[src/rtl/fetch_decode_if.sv]
// fetch_decode_if: bundles the instruction-memory fetch port and the decoded
// instruction / control port between the fetch_decode front end and its
// environment (instruction memory + rsreg issue stage).
//  master : fetch_decode side (drives imem_req/imem_addr, decoded fields, halted)
//  slave  : environment side (drives imem_ack/imem_rdata, npc/get_npc, is_busy)
// Signals:
//  imem_req/imem_addr        fetch request pulse and address
//  imem_ack/imem_rdata       fetch completion pulse and instruction word
//  opcode rd fun3 rs1 rs2    decoded instruction fields to rsreg
//  fun7 imm opc              decoded fun7, sign-extended immediate, instruction PC
//  npc/get_npc               resolved next PC from rsreg and its valid strobe
//  is_busy                   rsreg cannot accept an instruction this cycle
//  halted                    sticky illegal-opcode indication
interface fetch_decode_if;
  logic        imem_req;
  logic [31:0] imem_addr;
  logic        imem_ack;
  logic [31:0] imem_rdata;
  logic [6:0]  opcode;
  logic [4:0]  rd;
  logic [2:0]  fun3;
  logic [4:0]  rs1;
  logic [4:0]  rs2;
  logic [6:0]  fun7;
  logic [31:0] imm;
  logic [31:0] opc;
  logic [31:0] npc;
  logic        get_npc;
  logic        is_busy;
  logic        halted;

  modport master (
    output imem_req, imem_addr,
    output opcode, rd, fun3, rs1, rs2, fun7, imm, opc, halted,
    input  imem_ack, imem_rdata, npc, get_npc, is_busy
  );

  modport slave (
    input  imem_req, imem_addr,
    input  opcode, rd, fun3, rs1, rs2, fun7, imm, opc, halted,
    output imem_ack, imem_rdata, npc, get_npc, is_busy
  );
endinterface

[src/rtl/fetch_decode.sv]
// fetch_decode: in-order RV32I fetch + decode front end feeding rsreg.
// Fetches one word at a time from instruction memory, decodes it into
// opcode/rd/fun3/rs1/rs2/fun7/imm and presents it for exactly one cycle
// when rsreg is not busy; otherwise the outputs hold the canonical NOP
// (ADDI x0,x0,0). Branches and JALR stall fetch until rsreg returns npc.
// Ports:
//  clk    rising-edge clock
//  rst_n  asynchronous active-low reset
//  bus    fetch_decode_if.master (imem fetch port + rsreg decode port)
// Parameters:
//  RESET_PC         PC loaded on reset
//  HALT_ON_ILLEGAL  1: unknown opcode halts; 0: unknown opcode dropped as NOP
module fetch_decode #(
  parameter logic [31:0] RESET_PC        = 32'h0000_0000,
  parameter bit          HALT_ON_ILLEGAL = 1'b1
) (
  input  logic           clk,
  input  logic           rst_n,
  fetch_decode_if.master bus
);

  localparam logic [6:0] OPC_LUI    = 7'b0110111;
  localparam logic [6:0] OPC_AUIPC  = 7'b0010111;
  localparam logic [6:0] OPC_JAL    = 7'b1101111;
  localparam logic [6:0] OPC_JALR   = 7'b1100111;
  localparam logic [6:0] OPC_BRANCH = 7'b1100011;
  localparam logic [6:0] OPC_LOAD   = 7'b0000011;
  localparam logic [6:0] OPC_STORE  = 7'b0100011;
  localparam logic [6:0] OPC_OP_IMM = 7'b0010011;
  localparam logic [6:0] OPC_OP     = 7'b0110011;

  localparam logic [31:0] NOP_WORD  = 32'h0000_0013;

  typedef enum logic [2:0] {
    S_FETCH,
    S_WAIT,
    S_ISSUE,
    S_BRWAIT,
    S_HALT
  } state_t;

  state_t      state;
  logic [31:0] pc;
  logic [31:0] ibuf;

  // Decoded view of ibuf
  logic [6:0]  d_opcode;
  logic [4:0]  d_rd;
  logic [2:0]  d_fun3;
  logic [4:0]  d_rs1;
  logic [4:0]  d_rs2;
  logic [6:0]  d_fun7;
  logic [31:0] d_imm;
  logic        d_legal;
  logic        d_wait_npc;
  logic        d_is_jal;

  // Combinational decode of the buffered word. Fields a format does not use
  // are forced to zero so rsreg never sees a false register dependency.
  always_comb begin
    d_opcode   = ibuf[6:0];
    d_rd       = ibuf[11:7];
    d_fun3     = ibuf[14:12];
    d_rs1      = ibuf[19:15];
    d_rs2      = ibuf[24:20];
    d_fun7     = '0;
    d_imm      = '0;
    d_legal    = 1'b1;
    d_wait_npc = 1'b0;
    d_is_jal   = 1'b0;

    case (ibuf[6:0])
      OPC_LUI, OPC_AUIPC: begin
        d_rs1 = '0;
        d_rs2 = '0;
        d_imm = {ibuf[31:12], 12'b0};
      end
      OPC_JAL: begin
        d_rs1    = '0;
        d_rs2    = '0;
        d_imm    = {{11{ibuf[31]}}, ibuf[31], ibuf[19:12], ibuf[20],
                    ibuf[30:21], 1'b0};
        d_is_jal = 1'b1;
      end
      OPC_JALR: begin
        d_rs2      = '0;
        d_imm      = {{20{ibuf[31]}}, ibuf[31:20]};
        d_wait_npc = 1'b1;
      end
      OPC_LOAD: begin
        d_rs2 = '0;
        d_imm = {{20{ibuf[31]}}, ibuf[31:20]};
      end
      OPC_OP_IMM: begin
        d_rs2 = '0;
        d_imm = {{20{ibuf[31]}}, ibuf[31:20]};
        // Shift-immediates carry the arithmetic/logical selector in [31:25]
        if (ibuf[14:12] == 3'b001 || ibuf[14:12] == 3'b101) begin
          d_fun7 = ibuf[31:25];
        end
      end
      OPC_BRANCH: begin
        d_rd       = '0;
        d_imm      = {{19{ibuf[31]}}, ibuf[31], ibuf[7], ibuf[30:25],
                      ibuf[11:8], 1'b0};
        d_wait_npc = 1'b1;
      end
      OPC_STORE: begin
        d_rd  = '0;
        d_imm = {{20{ibuf[31]}}, ibuf[31:25], ibuf[11:7]};
      end
      OPC_OP: begin
        d_fun7 = ibuf[31:25];
      end
      default: begin
        d_legal = 1'b0;
      end
    endcase
  end

  // Single registered FSM; every output is a flop. Decode outputs default
  // to NOP each cycle and are overwritten only on the issue edge, so an
  // instruction is visible for exactly one cycle.
  always_ff @(posedge clk or negedge rst_n) begin
    if (!rst_n) begin
      state         <= S_FETCH;
      pc            <= RESET_PC;
      ibuf          <= '0;
      bus.imem_req  <= 1'b0;
      bus.imem_addr <= '0;
      bus.halted    <= 1'b0;
      bus.opcode    <= OPC_OP_IMM;
      bus.rd        <= '0;
      bus.fun3      <= '0;
      bus.rs1       <= '0;
      bus.rs2       <= '0;
      bus.fun7      <= '0;
      bus.imm       <= '0;
      bus.opc       <= '0;
    end else begin
      bus.imem_req <= 1'b0;
      bus.opcode   <= OPC_OP_IMM;
      bus.rd       <= '0;
      bus.fun3     <= '0;
      bus.rs1      <= '0;
      bus.rs2      <= '0;
      bus.fun7     <= '0;
      bus.imm      <= '0;
      bus.opc      <= '0;

      case (state)
        S_FETCH: begin
          bus.imem_req  <= 1'b1;
          bus.imem_addr <= pc;
          state         <= S_WAIT;
        end

        S_WAIT: begin
          if (bus.imem_ack) begin
            // Canonical NOP words never occupy an issue slot
            if (bus.imem_rdata == NOP_WORD) begin
              pc    <= pc + 32'd4;
              state <= S_FETCH;
            end else begin
              ibuf  <= bus.imem_rdata;
              state <= S_ISSUE;
            end
          end
        end

        S_ISSUE: begin
          if (!d_legal) begin
            if (HALT_ON_ILLEGAL) begin
              bus.halted <= 1'b1;
              state      <= S_HALT;
            end else begin
              pc    <= pc + 32'd4;
              state <= S_FETCH;
            end
          end else if (!bus.is_busy) begin
            bus.opcode <= d_opcode;
            bus.rd     <= d_rd;
            bus.fun3   <= d_fun3;
            bus.rs1    <= d_rs1;
            bus.rs2    <= d_rs2;
            bus.fun7   <= d_fun7;
            bus.imm    <= d_imm;
            bus.opc    <= pc;
            if (d_wait_npc) begin
              state <= S_BRWAIT;
            end else if (d_is_jal) begin
              pc    <= pc + d_imm;
              state <= S_FETCH;
            end else begin
              pc    <= pc + 32'd4;
              state <= S_FETCH;
            end
          end
        end

        S_BRWAIT: begin
          if (bus.get_npc) begin
            pc    <= bus.npc;
            state <= S_FETCH;
          end
        end

        S_HALT: begin
          bus.halted <= 1'b1;
        end

        default: begin
          state <= S_FETCH;
        end
      endcase
    end
  end

endmodule

[src/flat_wrapper.sv]
// flat-port wrapper written by rule: the top's interface ports become plain ports
module fetch_decode_flat 
#(
  parameter logic [31:0] RESET_PC        = 32'h0000_0000,
  parameter bit          HALT_ON_ILLEGAL = 1'b1
)
  (clk, rst_n, bus_imem_req, bus_imem_addr, bus_opcode, bus_rd, bus_fun3, bus_rs1, bus_rs2, bus_fun7, bus_imm, bus_opc, bus_halted, bus_imem_ack, bus_imem_rdata, bus_npc, bus_get_npc, bus_is_busy);
  fetch_decode_if bus_i ();
  input  logic clk;
  input  logic rst_n;
  output wire logic [$bits(bus_i.imem_req)-1:0] bus_imem_req;
  output wire logic [$bits(bus_i.imem_addr)-1:0] bus_imem_addr;
  output wire logic [$bits(bus_i.opcode)-1:0] bus_opcode;
  output wire logic [$bits(bus_i.rd)-1:0] bus_rd;
  output wire logic [$bits(bus_i.fun3)-1:0] bus_fun3;
  output wire logic [$bits(bus_i.rs1)-1:0] bus_rs1;
  output wire logic [$bits(bus_i.rs2)-1:0] bus_rs2;
  output wire logic [$bits(bus_i.fun7)-1:0] bus_fun7;
  output wire logic [$bits(bus_i.imm)-1:0] bus_imm;
  output wire logic [$bits(bus_i.opc)-1:0] bus_opc;
  output wire logic [$bits(bus_i.halted)-1:0] bus_halted;
  input wire logic [$bits(bus_i.imem_ack)-1:0] bus_imem_ack;
  input wire logic [$bits(bus_i.imem_rdata)-1:0] bus_imem_rdata;
  input wire logic [$bits(bus_i.npc)-1:0] bus_npc;
  input wire logic [$bits(bus_i.get_npc)-1:0] bus_get_npc;
  input wire logic [$bits(bus_i.is_busy)-1:0] bus_is_busy;
  assign bus_imem_req = bus_i.imem_req;
  assign bus_imem_addr = bus_i.imem_addr;
  assign bus_opcode = bus_i.opcode;
  assign bus_rd = bus_i.rd;
  assign bus_fun3 = bus_i.fun3;
  assign bus_rs1 = bus_i.rs1;
  assign bus_rs2 = bus_i.rs2;
  assign bus_fun7 = bus_i.fun7;
  assign bus_imm = bus_i.imm;
  assign bus_opc = bus_i.opc;
  assign bus_halted = bus_i.halted;
  assign bus_i.imem_ack = bus_imem_ack;
  assign bus_i.imem_rdata = bus_imem_rdata;
  assign bus_i.npc = bus_npc;
  assign bus_i.get_npc = bus_get_npc;
  assign bus_i.is_busy = bus_is_busy;
  fetch_decode #(.RESET_PC(RESET_PC), .HALT_ON_ILLEGAL(HALT_ON_ILLEGAL)) u_core (.clk(clk), .rst_n(rst_n), .bus(bus_i));
endmodule
[config.mk]
export PLATFORM = sky130hd
export DESIGN_NAME = fetch_decode_flat
export DESIGN_NICKNAME = d
export VERILOG_FILES = /design/src/rtl/fetch_decode_if.sv /design/src/rtl/fetch_decode.sv /design/src/flat_wrapper.sv
export SDC_FILE = /design/constraint.sdc
export NUM_CORES = 1
export LEC_CHECK = 0
export ABC_AREA = 1
export BUFFER_PORTS_ARGS = -buffer_cell sky130_fd_sc_hd__buf_4
export CAP_MARGIN = 20
export CORE_MARGIN = 2
export CORE_UTILIZATION = 59
export CTS_BUF_LIST = sky130_fd_sc_hd__clkbuf_8
export DETAILED_ROUTE_END_ITERATION = 8
export PLACE_DENSITY = 0.84
export SLEW_MARGIN = 5
export SYNTH_ARGS = -nofsm -noshare
export SYNTH_HDL_FRONTEND = slang
export SYNTH_SLANG_ARGS = --single-unit
[constraint.sdc]
create_clock -name clk -period 4.6 [get_ports clk]
set_clock_uncertainty 0.1 [all_clocks]
set_input_delay 0.92 -clock clk [delete_from_list [all_inputs] [get_ports clk]]
set_output_delay 0.92 -clock clk [all_outputs]
set_load 0.05 [all_outputs]
== After elaboration in Yosys (flattened, before gate mapping) ==
Cells that the tools add are included.

* Reductions and logical operators: 15
* Bitwise gates (word level): 2
* Equal/unequal tests: 24
* Add/subtract/negate cells: 2
* Muxes and demuxes: 51

{| class="wikitable"
|+ Operator list
! operator !! count
|-
| $mux W32 || 13
|-
| $pmux W32 S5 || 1
|-
| $pmux W32 S3 || 1
|-
| $mux W5 || 12
|-
| $mux W7 || 7
|-
| $add A32 B3 Y32 const B || 1
|-
| $add A32 B32 Y32 || 1
|-
| $eq A32 B5 Y1 const B || 1
|-
| $eq A7 B6 Y1 const B || 3
|-
| $eq A7 B7 Y1 const B || 3
|-
| $mux W3 || 7
|-
| $pmux W3 S5 || 1
|-
| $eq A7 B5 Y1 const B || 2
|-
| $pmux W7 S2 || 1
|-
| $ne A2 B2 Y1 const B || 5
|-
| $reduce_or A9 Y1 || 1
|-
| $eq A7 B2 Y1 const B || 1
|-
| $reduce_and A7 Y1 || 1
|-
| $eq A3 B1 Y1 const B || 2
|-
| $eq A3 B2 Y1 const B || 2
|-
| $eq A3 B3 Y1 const B || 2
|-
| $reduce_or A2 Y1 || 3
|-
| $reduce_or A3 Y1 || 2
|-
| $reduce_or A6 Y1 || 1
|-
| 13 further kinds || 20
|}

* Input port bits: 69
* Flip-flop bits (word level): 197

== Depth between registers and ports, before layout ==
* Depth in word-level cells: 9
* Gate-level depth with buffers: 27
* Depth with buffers taken out: 27

== Least setup slack after synthesis ==
Ideal clock, no wire load.

* Path kind: reg2reg
* From: register u_core.ibuf[4]
* To: register u_core.pc[9]
* Required time: 4.380 ns
* Path buffers: 1
* Arrival: 3.066 ns
* Period minus slack after synthesis: 3.286 ns
* Stages on the path, launching flop included: 25
* Setup slack: 1.314 ns
* Path through: dfrtp_1 > inv_2 > nand2_4 > nor2_8 > nand2_8 > inv_1 > clkbuf_1 > nor2_1 > o22ai_1 > ha_1 > a21o_1 > a21oi_1 > nor2_1 > o21ai_1 > nand2_1 > nand2_1 > nand2_2 > nand2_1 > nand2_1 > xor2_1 > nand2_1 > nand3_1 > nand2_1 > o21ai_1 > nand2_1

* Cells in the longest elaborated chain, start to end: 9

{| class="wikitable"
|+ RTL lines
! item !! RTL line !! RTL
|-
| start, declared || fetch_decode.sv:44 || <nowiki>logic [31:0] ibuf;</nowiki>
|-
| start signal, assigned || fetch_decode.sv:165 || <nowiki>ibuf <= bus.imem_rdata;</nowiki>
|-
| $eq A7 B2 Y1, or another cell as far along || fetch_decode.sv:72 || <nowiki>case (ibuf[6:0])</nowiki>
|-
| $reduce_or A3 Y1 (no line) / $reduce_or A2 Y1 (equally long branches) || -- ||
|-
| $pmux W32 S5 || fetch_decode.sv:72 ||
|-
| $add A32 B32 Y32 || fetch_decode.sv:192 || <nowiki>pc <= pc + d_imm;</nowiki>
|-
| $mux W32 || fetch_decode.sv:191 || <nowiki>end else if (d_is_jal) begin</nowiki>
|-
| $mux W32 || fetch_decode.sv:189 || <nowiki>if (d_wait_npc) begin</nowiki>
|-
| $mux W32 || fetch_decode.sv:180 || <nowiki>end else if (!bus.is_busy) begin</nowiki>
|-
| $mux W32 || fetch_decode.sv:172 || <nowiki>if (!d_legal) begin</nowiki>
|-
| $pmux W32 S3 || fetch_decode.sv:151 || <nowiki>case (state)</nowiki>
|-
| end signal, assigned || fetch_decode.sv:177 || <nowiki>pc <= pc + 32'd4;</nowiki>
|-
| end signal, assigned || fetch_decode.sv:192 ||
|-
| end signal, assigned || fetch_decode.sv:195 || <nowiki>pc <= pc + 32'd4;</nowiki>
|-
| end, declared || fetch_decode.sv:43 || <nowiki>logic [31:0] pc;</nowiki>
|}

Several ways; a longest one is shown, not always the timed one. The select of a mux whose other input is x is not followed.
A chain may end at the register's enable or synchronous reset.

== Worst setup path after layout ==
* From: register u_core.ibuf[1]
* To: register u_core.pc[28]

The elaborated chain is that of the path after synthesis.

==> metrics <==
outcome=finished clean; post-placement setup slack=0.8330 ns; post-synth top area share=~43%; Synth Register Bits=197; CP max stage delay=0.48 ns; n_diodes=0; max cap viols=0; die outline height=142.2 um; number of resized instances in the post-cts repair step=0; Area Overhead vs Synth=18.07%; Worst IR Drop VDD=0.3769 mV; clock input transition at the sequential cells of the worst setup and hold paths=0.11 ns; type of origin of the critical path=flop; first-pass GRT wire length=53.60 mm; share of the core filled with cells in the final layout=roughly 71%; required time of the critical path=between 4 and 5 ns; drt wl/cell=17.79 um; routability congestion estimate=1.052; count of antenna-violating nets left after detailed routing=0; Synth warnings=0; count of clock tree sinks=slightly below 200; sum of buffers and inverters on the critical path=2; fraction of layout cells with a size suffix above 1=19.17%; synthesized instance count=1516; initial drt markers=1285; number of vias in the routed layout=around 11000; global routing usage summed across all routing layers=about a third; final setup slack of the worst path=0.7142 ns; fraction of the yosys area taken by sequential cells=43.80%; maximum clock rate=around 260 MHz; Post-Syn Area per Cell=7.430 um^2; die extent in x=142.2 um; maximum fanout count along the critical path=5; Arr. time, crit path=between 4 and 5 ns; antenna violations before repair=1; maximum buffer depth of the clock tree=2; number of H-tree levels=4; total detailed-routing wirelength=around 35 mm; cell at the slowest stage of the critical path=sky130_fd_sc_hd__fa_1; Critical Path Most Common Cell=sky130_fd_sc_hd__nand2_1; number of input and output port buffers inserted=198; CTS Hold Bufs=0; fin crit share=84.47%; count of final setup violators=0; Setup Buffers After CTS=0; io pins=199; count of different cell masters after synthesis=57; top post-synthesis cells by area=sky130_fd_sc_hd__dfrtp_1 (43%), sky130_fd_sc_hd__nand2_1 (13%), sky130_fd_sc_hd__inv_1 (5.6%); final-layout setup total negative slack=0 ns; Pwr per Cell Area=579.8 nW/um^2; unrepaired setup endpoints after global routing=no; leakage=between 7 and 8 nW; final-stage net count=1783; cell class contributing the biggest share of worst-path delay=simple AND/OR/NAND/NOR gates; number of pins exceeding their max-slew limit in the final report=0; placeable core area=roughly 19000 um^2; Synth Cell Area=11260 um^2; slew at the pin closest to its max-slew limit=0.9607 ns; number of detailed-routing iterations run before antenna repair=6; Tightest Hold Check Type=input port to asynchronous set/reset pin; clock root buffer master=sky130_fd_sc_hd__clkbuf_8; remaining design rule violation count=0; Num CTS Buffers=17; clock tree from TritonCTS=done; Row Count=50; number of fill cells=1516; per-cell via count in the routed design=5.732; number of global-route vias before repair=10100; Congestion Overflow GR=0; die area=20210 um^2; time the worst path needs with I/O delays and setup=3.886 ns; final cell count without fillers=1940; maximum number of pins on one net before global-route repair=93; critical path capture point type=flop; worst relative slew slack=35.72%; cell type contributing the most total cell area after synthesis=sky130_fd_sc_hd__dfrtp_1; endpoints failing hold=0; Starting Density=roughly 60%; Final Power=7.711 mW; Cells after DPL=1908; Clk Latency, worst-skew pair=0.49 ns; type of the setup path with the least slack=flop to flop; estimated wirelength of the detail-placed design=26.10 mm
-- stage by stage --
step	hold WS, ns	area [um^2]
floorplan	0.3656	11270
global placement	0.3649	12910
detailed placement	0.3748	12910
CTS	0.3974	13270
global route	0.4246	13300
finish	0.3946	13300
-- logic make-up after synthesis --
group / share of synthesized area (%)
other: 0.03329
muxes: 0.1999
AOI/OAI and AO/OA: 11.53
DFF: 43.80
buffers and inverters: 8.176
adders and majority gates: 2.288
and+or+nand+nor: 32.18
xor gates and xnor gates: 1.789
-- report_power, final --
group          internal (mW)  switching [mW]
combinational           1.16            2.80
sequential              2.16           0.527
clock                  0.387           0.670
total                   3.71            4.00
-- cells in the mapped netlist (all sizes together) --
library cell and instances:
o21ai 103, xnor2 2, a221oi 2, nor2 183, nand2 436, o2111ai 1, a211oi 12, inv 179
nor3 46, or2 6, o211ai 2, buf 14, nand4 10, a22o 2, a21boi 1, nand3 102
a21o 3, and2 2, and3 1, dfrtp 194, o21bai 5, nor4 12, ha 19, a41oi 2
o22ai 7, a31oi 2, o31ai 1, xor2 21, nand3b 5, a22oi 7, clkbuf 36, dfstp 3
nor3b 1, conb 1, clkinv 5, fa 1, mux2 2, a21oi 85
-- cell usage in the layout (no fill, tap or decap), types with 10 or more instances in the layout --
cell type                  instances
sky130_fd_sc_hd__nand2_1         401
sky130_fd_sc_hd__buf_4           205
sky130_fd_sc_hd__dfrtp_1         194
sky130_fd_sc_hd__inv_1           170
sky130_fd_sc_hd__nor2_1          166
sky130_fd_sc_hd__o21ai_0          94
sky130_fd_sc_hd__nand3_1          92
sky130_fd_sc_hd__a21oi_1          84
sky130_fd_sc_hd__nor3_1           43
sky130_fd_sc_hd__nand2_2          22
sky130_fd_sc_hd__xor2_1           21
sky130_fd_sc_hd__ha_1             19
sky130_fd_sc_hd__clkbuf_8         18
sky130_fd_sc_hd__nand2_4          12
sky130_fd_sc_hd__a211oi_1         12
sky130_fd_sc_hd__nor4_1           12
sky130_fd_sc_hd__inv_2            11
sky130_fd_sc_hd__nor2_2           10
sky130_fd_sc_hd__nand3_2          10
-- sequential cells by signal, summed over array words and instances, names as in the netlist, 5 cells and up --
register              cells
u_core.bus.fun7           7
u_core.bus.imem_addr     32
u_core.bus.imm           32
u_core.bus.opc           32
u_core.bus.opcode         7
u_core.bus.rd             5
u_core.bus.rs1            5
u_core.bus.rs2            5
u_core.ibuf              32
u_core.pc                32
-- area by class of cell --
type                       instances  area [um^2]  area share, %
clock buffer                      17        234.0          1.759
clock inverter                    14        125.1         0.9408
inverter                         184        690.7          5.193
multi-input combinational       1086         5423          40.78
sequential                       197         4933          37.10
tap                              234        292.8          2.202
timing repair buffer             208         1600          12.03
-- final timing paths --
check / from / end / slack (ns) / depth (start not counted)
max in group asynchronous: rst_n / u_core.ibuf[31] / 3.09 / 2
worst min register to register: u_core.bus.imem_addr[18] / u_core.bus.imem_addr[18] / 0.40 / 2
worst max register to register: u_core.ibuf[1] / u_core.pc[28] / 0.71 / 25
min in group clk: u_core.bus.imem_addr[18] / u_core.bus.imem_addr[18] / 0.40 / 2
worst min-delay path: rst_n / u_core.bus.opc[26] / 0.39 / 1
worst max-delay path: u_core.ibuf[1] / u_core.pc[28] / 0.71 / 25
-- routing by layer --
| metal | GRT usage (%) | wire length, um | part of all wire (%) | up-vias |
|---|---|---|---|---|
| met1 | 50.64 | 14700 | 43 | 5159 |
| met5 | 0 | 13 | 0.038 | - |
| met3 | 6.023 | 3554 | 10 | 98 |
| met2 | 51.77 | 15110 | 44 | 647 |
| li1 | - | - | - | 5214 |
| met4 | 12.63 | 1126 | 3.3 | 2 |
No activity file was read; power rests on OpenSTA's default activity.
